### src/rtl/bsram_arb_pkg.sv
// Shared types and sizing for the cartridge BSRAM save-port arbiter.
package bsram_arb_pkg;

  localparam int BSRAM_AW     = 20;
  localparam int RAM_LAT_MAX  = 7;
  localparam int IDLE_GAP_MAX = 15;
  localparam int LAT_W        = $clog2(RAM_LAT_MAX + 1);
  localparam int GAP_W        = $clog2(IDLE_GAP_MAX + 1);

  typedef enum logic [1:0] {
    IDLE,
    GAP,
    ACCESS,
    DONE
  } arb_state_e;

  typedef struct packed {
    logic [BSRAM_AW-1:0] addr;
    logic [7:0]          data;
    logic                wr;
  } host_req_t;

endpackage

### src/rtl/bsram_dirty_tracker.sv
// Sticky set/clear flag; a set in the same cycle as a clear wins.
module bsram_dirty_tracker (
  input  logic clk,
  input  logic rst_n,
  input  logic i_set,
  input  logic i_clr,
  output logic o_flag
);

  logic r_flag;

  // NOTE: clocked state uses non-blocking assignments only, so every flop
  // samples pre-edge values regardless of block ordering.
  always_ff @(posedge clk or negedge rst_n) begin
    if (!rst_n)     r_flag <= 1'b0;
    else if (i_set) r_flag <= 1'b1;
    else if (i_clr) r_flag <= 1'b0;
  end

  assign o_flag = r_flag;

endmodule

### src/rtl/bsram_save_arbiter.sv
// Shares the cartridge BSRAM between the active mapper (absolute priority)
// and the host save streamer, which only uses idle gaps in mapper traffic.
module bsram_save_arbiter
  import bsram_arb_pkg::*;
#(
  parameter int unsigned RAM_LAT  = 2,
  parameter int unsigned IDLE_GAP = 2
) (
  input  logic                MCLK,
  input  logic                RESET_N,
  input  logic [BSRAM_AW-1:0] MAP_ADDR,
  input  logic [7:0]          MAP_D,
  output logic [7:0]          MAP_Q,
  input  logic                MAP_CE_N,
  input  logic                MAP_OE_N,
  input  logic                MAP_WE_N,
  input  logic [BSRAM_AW-1:0] HOST_ADDR,
  input  logic [7:0]          HOST_D,
  input  logic                HOST_RD,
  input  logic                HOST_WR,
  output logic [7:0]          HOST_Q,
  output logic                HOST_ACK,
  output logic [BSRAM_AW-1:0] RAM_ADDR,
  output logic [7:0]          RAM_D,
  input  logic [7:0]          RAM_Q,
  output logic                RAM_CE_N,
  output logic                RAM_OE_N,
  output logic                RAM_WE_N,
  output logic                DIRTY,
  input  logic                DIRTY_CLR
);

  arb_state_e       r_state, w_next;
  host_req_t        r_req;
  logic [GAP_W-1:0] r_gap;
  logic [LAT_W-1:0] r_lat;
  logic [7:0]       r_host_q;

  logic w_map_sel, w_host_req, w_gap_ok, w_last_beat;

  assign w_map_sel   = !MAP_CE_N;
  assign w_host_req  = HOST_RD | HOST_WR;
  assign w_gap_ok    = (r_gap == GAP_W'(IDLE_GAP)) && MAP_CE_N;
  assign w_last_beat = (r_state == ACCESS) && !w_map_sel && (r_lat == LAT_W'(1));

  // Counts consecutive mapper-idle cycles, saturating at the required gap.
  always_ff @(posedge MCLK or negedge RESET_N) begin
    if (!RESET_N)                       r_gap <= '0;
    else if (w_map_sel)                 r_gap <= '0;
    else if (r_gap < GAP_W'(IDLE_GAP))  r_gap <= r_gap + GAP_W'(1);
  end

  // NOTE: every signal written here gets a default first, so no path can
  // leave it unassigned and infer a latch.
  always_comb begin
    w_next = r_state;
    case (r_state)
      IDLE:    if (w_host_req) w_next = GAP;
      GAP:     if (w_gap_ok)   w_next = ACCESS;
      ACCESS: begin
        if (w_map_sel)                 w_next = GAP;
        else if (r_lat == LAT_W'(1))   w_next = DONE;
      end
      DONE:    w_next = IDLE;
      default: w_next = IDLE;
    endcase
  end

  always_ff @(posedge MCLK or negedge RESET_N) begin
    if (!RESET_N) begin
      r_state  <= IDLE;
      r_req    <= '0;
      r_lat    <= '0;
      r_host_q <= 8'h00;
    end else begin
      r_state <= w_next;
      // Simultaneous read and write requests are taken as a write.
      if (r_state == IDLE && w_host_req)
        r_req <= '{addr: HOST_ADDR, data: HOST_D, wr: HOST_WR};
      if (r_state == GAP && w_gap_ok)
        r_lat <= LAT_W'(RAM_LAT);
      else if (r_state == ACCESS && !w_map_sel)
        r_lat <= r_lat - LAT_W'(1);
      if (w_last_beat && !r_req.wr)
        r_host_q <= RAM_Q;
    end
  end

  // Mapper wins the bus combinationally in every state; an ACCESS it
  // interrupts is simply retried from GAP.
  always_comb begin
    RAM_ADDR = '0;
    RAM_D    = 8'h00;
    RAM_CE_N = 1'b1;
    RAM_OE_N = 1'b1;
    RAM_WE_N = 1'b1;
    if (!RESET_N) begin
      RAM_CE_N = 1'b1;
    end else if (w_map_sel) begin
      RAM_ADDR = MAP_ADDR;
      RAM_D    = MAP_D;
      RAM_CE_N = MAP_CE_N;
      RAM_OE_N = MAP_OE_N;
      RAM_WE_N = MAP_WE_N;
    end else if (r_state == ACCESS) begin
      RAM_ADDR = r_req.addr;
      RAM_D    = r_req.data;
      RAM_CE_N = 1'b0;
      RAM_OE_N = r_req.wr;
      RAM_WE_N = !r_req.wr;
    end
  end

  assign MAP_Q    = RAM_Q;
  assign HOST_Q   = r_host_q;
  assign HOST_ACK = (r_state == DONE);

  bsram_dirty_tracker u_dirty (
    .clk    (MCLK),
    .rst_n  (RESET_N),
    .i_set  (!MAP_CE_N && !MAP_WE_N),
    .i_clr  (DIRTY_CLR),
    .o_flag (DIRTY)
  );

endmodule

### config.mk
export PLATFORM = sky130hd
export DESIGN_NAME = bsram_save_arbiter
export DESIGN_NICKNAME = d
export VERILOG_FILES = /design/src/rtl/bsram_arb_pkg.sv /design/src/rtl/bsram_dirty_tracker.sv /design/src/rtl/bsram_save_arbiter.sv
export SDC_FILE = /design/constraint.sdc
export NUM_CORES = 1
export LEC_CHECK = 0
export ABC_AREA = 0
export CORE_AREA = 8 8 80 82
export DETAILED_ROUTE_END_ITERATION = 8
export DIE_AREA = 0 0 88 90
export DONT_BUFFER_PORTS = 1
export PLACE_DENSITY_LB_ADDON = 0.05
export SETUP_SLACK_MARGIN = 0.02
export SLEW_MARGIN = 20
export SYNTH_ARGS = -nofsm -noshare
export SYNTH_HDL_FRONTEND = slang
export SYNTH_SLANG_ARGS = --single-unit
### constraint.sdc
create_clock -name MCLK -period 2.14 [get_ports MCLK]
set_input_delay 0.642 -clock MCLK [delete_from_list [all_inputs] [get_ports MCLK]]
set_output_delay 0.642 -clock MCLK [all_outputs]
set_load 0.1 [all_outputs]
==> summary by stage <==
Synthesis
The fraction of the mapped netlist area in compound gates is 9.06%. The leading cell type by number of instances after synthesis is nor2b_1. Synthesis produced 242 cells. The synthesized netlist occupies a cell area of 0.00256 mm2. The number of synthesized flops with an enable pin is 0. In the post-synthesis netlist, the biggest area contributors are dfrtp_1 46%, mux2_2 15%, nor2b_1 14%, a21oi_1 6.3%, buf_4 2.3%. The Yosys step of the flow raised 0 warnings. The library cell with the largest summed area after synthesis is dfrtp_1.

The post-synthesis share of cell area spent on full adders, half adders and majority gates is 1.96%. After Yosys synthesis, and, or, nand and nor cells account for 19.8% of the synthesized area. The count of state elements after synthesis is 47. Each instance of the synthesized netlist takes up on average 10.6 um2. Synthesis produced a netlist with a net count of 318.

The most used flip-flop cell after synthesis is dfrtp_1. The post-synthesis sequential area ratio is 46.0%. After synthesis, the largest family of logic cells by area is simple AND/OR/NAND/NOR gates. Measured against the total synthesized area, the mux share comes to 16.0%.

In this run, distinct cell masters in the synthesized netlist total 31. The share of the synthesized area in the top cell type is 46.0%. Ranked by instance count, the synthesized netlist is headed by 57 x nor2b_1, 47 x dfrtp_1, 35 x mux2_2. The proportion of register bits with asynchronous set or reset after synthesis is 100%. The xor and xnor fraction of the mapped netlist area is 0.343%.

Worst hold path
In this run the worst hold path is classified as input port to asynchronous set/reset pin.

STA
After layout, the minimum clock period comes to 2.24 ns. Setup repair after global routing could not meet its margin everywhere. The highest attainable clock frequency is 446 MHz. The final count of pins violating max slew is 0.

For the pin with the worst max-slew slack, the measured transition is 0.910 ns. The setup-violating endpoint count in the final report is 28. The final-report hold violation count was 0. Across the routed clock network, the largest skew measured is 0.00797 ns. After layout, the worst setup slack is -0.104 ns. The share of the cycle needed by the critical path after routing is 105%. The worst max-slew margin expressed relative to the limit is 39.4%.

CTS
The total CTS buffers is 5. The depth of the CTS H-tree is 2. Hold repair after CTS inserted 0 buffers. The clock-pin transition on the worst setup and hold timing paths is 0.08 ns.

The clock passes through at most 2 buffers. The clock root buffer is clkbuf_8. TritonCTS built the clock tree. The clock latency at the later pin of the worst-skew pair is 0.29 ns.

The tree built by TritonCTS fans out to 47 sinks.

Finish
The share of post-route cells with drive strength above 1 is 52.1%. The post-layout net count is 343. Across the whole layout, storage elements account for 0.00118 mm2. The area overhead of the layout relative to synthesis is 41.2%.

Summing all multi-input logic gate instances after layout gives 0.00153 mm2. The final-layout fill cell count is 379.

Worst setup path
The maximum fanout count along the critical path is 9. The worst setup path is of the flop to output pin kind. The kind of start point of the critical path is a flop. Data arrives at the worst endpoint at 1.60 ns. STA classifies the critical path endpoint as an output pin. For the worst setup path, the data required time is 1.50 ns.

Global routing
Summed over all layers, the global routing overflow is 0. The initial antenna violation count came to 1. The via count of the first global-routing pass was 2037. The first-pass GRT wire length is 10500 um.

The largest net degree at the start of global routing is 79. Global routing used 16.9% of the available tracks.

Place
At the end of routability-driven placement, the weighted congestion stood at 0.690. The HPWL reported at the end of detailed placement is 5030 um. In this run the tool buffered the top-level ports with 0 buffer cells. Timing analysis after detailed placement gives a worst setup slack of -0.0408 ns.

Floorplanning
121 I/O pins were placed. The die is 88 um wide. Measured along the y axis, the die boundary spans 90 um. The floorplan has 27 rows. The starting utilization of the core area is 48.8%. The area of the placeable core is 0.00524 mm2. The die covers 0.00792 mm2.

Routing
The via count is 1836. The number of violations reported at the end of detailed-routing iteration 0 is 86. After detailed routing, the number of vias per cell comes to 5.40.

For this run, the detailed router's first-pass iteration total came to 6. The detailed-route wire length per cell is 19.6 um. The DRC violation count after routing is 0.

The final layout contains routed wiring with a total length of 6650 um. The count of nets left with antenna violations once routing finished came out at 0.

Power
The total power is 0.00341 W. Power spread over the standard cell area amounts to 946 mW/mm2. The worst-case IR drop observed on VDD is 605 uV. The standby leakage power is 1.56 nW.

Run status
The final reports fail on setup timing. The flow ran to the end, but the final reports show violations.

Flow run
The max-cap check violation count is 0.
==> worst max-delay path, cell delays in order (launching register included) <==
cell	delay, ns
dfrtp_1	0.39
and3b_2	0.27
buf_8	0.16
a21oi_1	0.24
nor2b_4	0.07
buf_12	0.17
==> cells by family after synthesis <==
| family | Yosys count |
|---|---|
| DFF | 47 |
| adders and majority gates | 4 |
| muxes | 36 |
| xor gates and xnor gates | 1 |
| and+or+nand+nor | 83 |
| AOI/OAI and AO/OA | 42 |
| buffers and inverters | 29 |
==> worst paths after layout <==
check                           start             end  slack [ns]  cells past startpoint
setup / recovery           r_state[1]     RAM_ADDR[7]       -0.10                      5
hold / removal                RESET_N        r_lat[0]        0.04                      0
setup reg to reg           r_state[0]       HOST_Q[3]        0.48                      5
hold reg to reg             r_req[13]       r_req[13]        0.52                      1
max in group asynchronous     RESET_N        r_req[3]        1.99                      0
min in group MCLK            MAP_WE_N  u_dirty.o_flag        0.45                      1
==> area by class of cell <==
class                   count  area share [%]
inverters                   7           0.728
well taps                  72            2.50
multi-input cells         166            42.3
clock buffers               6            2.29
flip-flops and latches     47            32.6
repair buffers             40            19.4
diodes                      1          0.0693
clock inverters             1           0.139
==> repair_timing <==
item | in CTS | in global routing
cloned | 0 | 1
endpoints found under the setup margin | 30 | 30
pin swaps | 3 | 0
resized for setup | 5 | 25
setup buffers | 1 | 0
==> through the flow <==
step | utilization (%) | instances | setup TNS, ns | cell area (um2) | hold slack (ns)
2_1_floorplan | - | 242 | -3.63 | 2820 | 0.346
3_3_place_gp | 64.9 | 330 | 0 | 3400 | 0.349
3_5_place_dp | 64.9 | 330 | -0.0725 | 3400 | 0.349
4_1_cts | 67.1 | 338 | -2.01 | 3510 | 0.0238
5_1_grt | 68.9 | 340 | -4.47 | 3610 | 0.0112
6_report | 68.9 | 340 | -1.91 | 3610 | 0.0355
==> layer usage <==
| layer | vias up | global-route usage, % | wire length, um |
|---|---|---|---|
| li1 | 855 | - | - |
| met1 | 914 | 18.1 | 2480 |
| met2 | 63 | 29.3 | 3520 |
| met3 | 4 | 6.73 | 594 |
| met4 | 0 | 4.88 | 57 |
| met5 | - | 0 | 0 |
==> report_power, final <==
part	internal (W)	switching [W]	total (W)
Clock	0.000254	0.000272	0.000526
Combinational	0.000682	0.000710	0.00139
Sequential	0.00123	0.000263	0.00150
Total	0.00217	0.00124	0.00341
==> cells in the final DEF (no fill, tap or decap), types with 6 or more instances in the layout <==
master,count
dfrtp_1,47
mux2_2,35
buf_12,31
nor2b_1,29
nor2b_4,28
a21oi_2,21
a21oi_1,11
inv_1,7
buf_4,7
nand2_1,6
clkbuf_8,6
==> state kept, by name, summed over array words and instances, names as in the netlist <==
signal,flops
r_req,29
HOST_Q,8
r_gap,4
r_lat,3
r_state,2
u_dirty.o_flag,1
No activity file was read; power rests on OpenSTA's default activity.
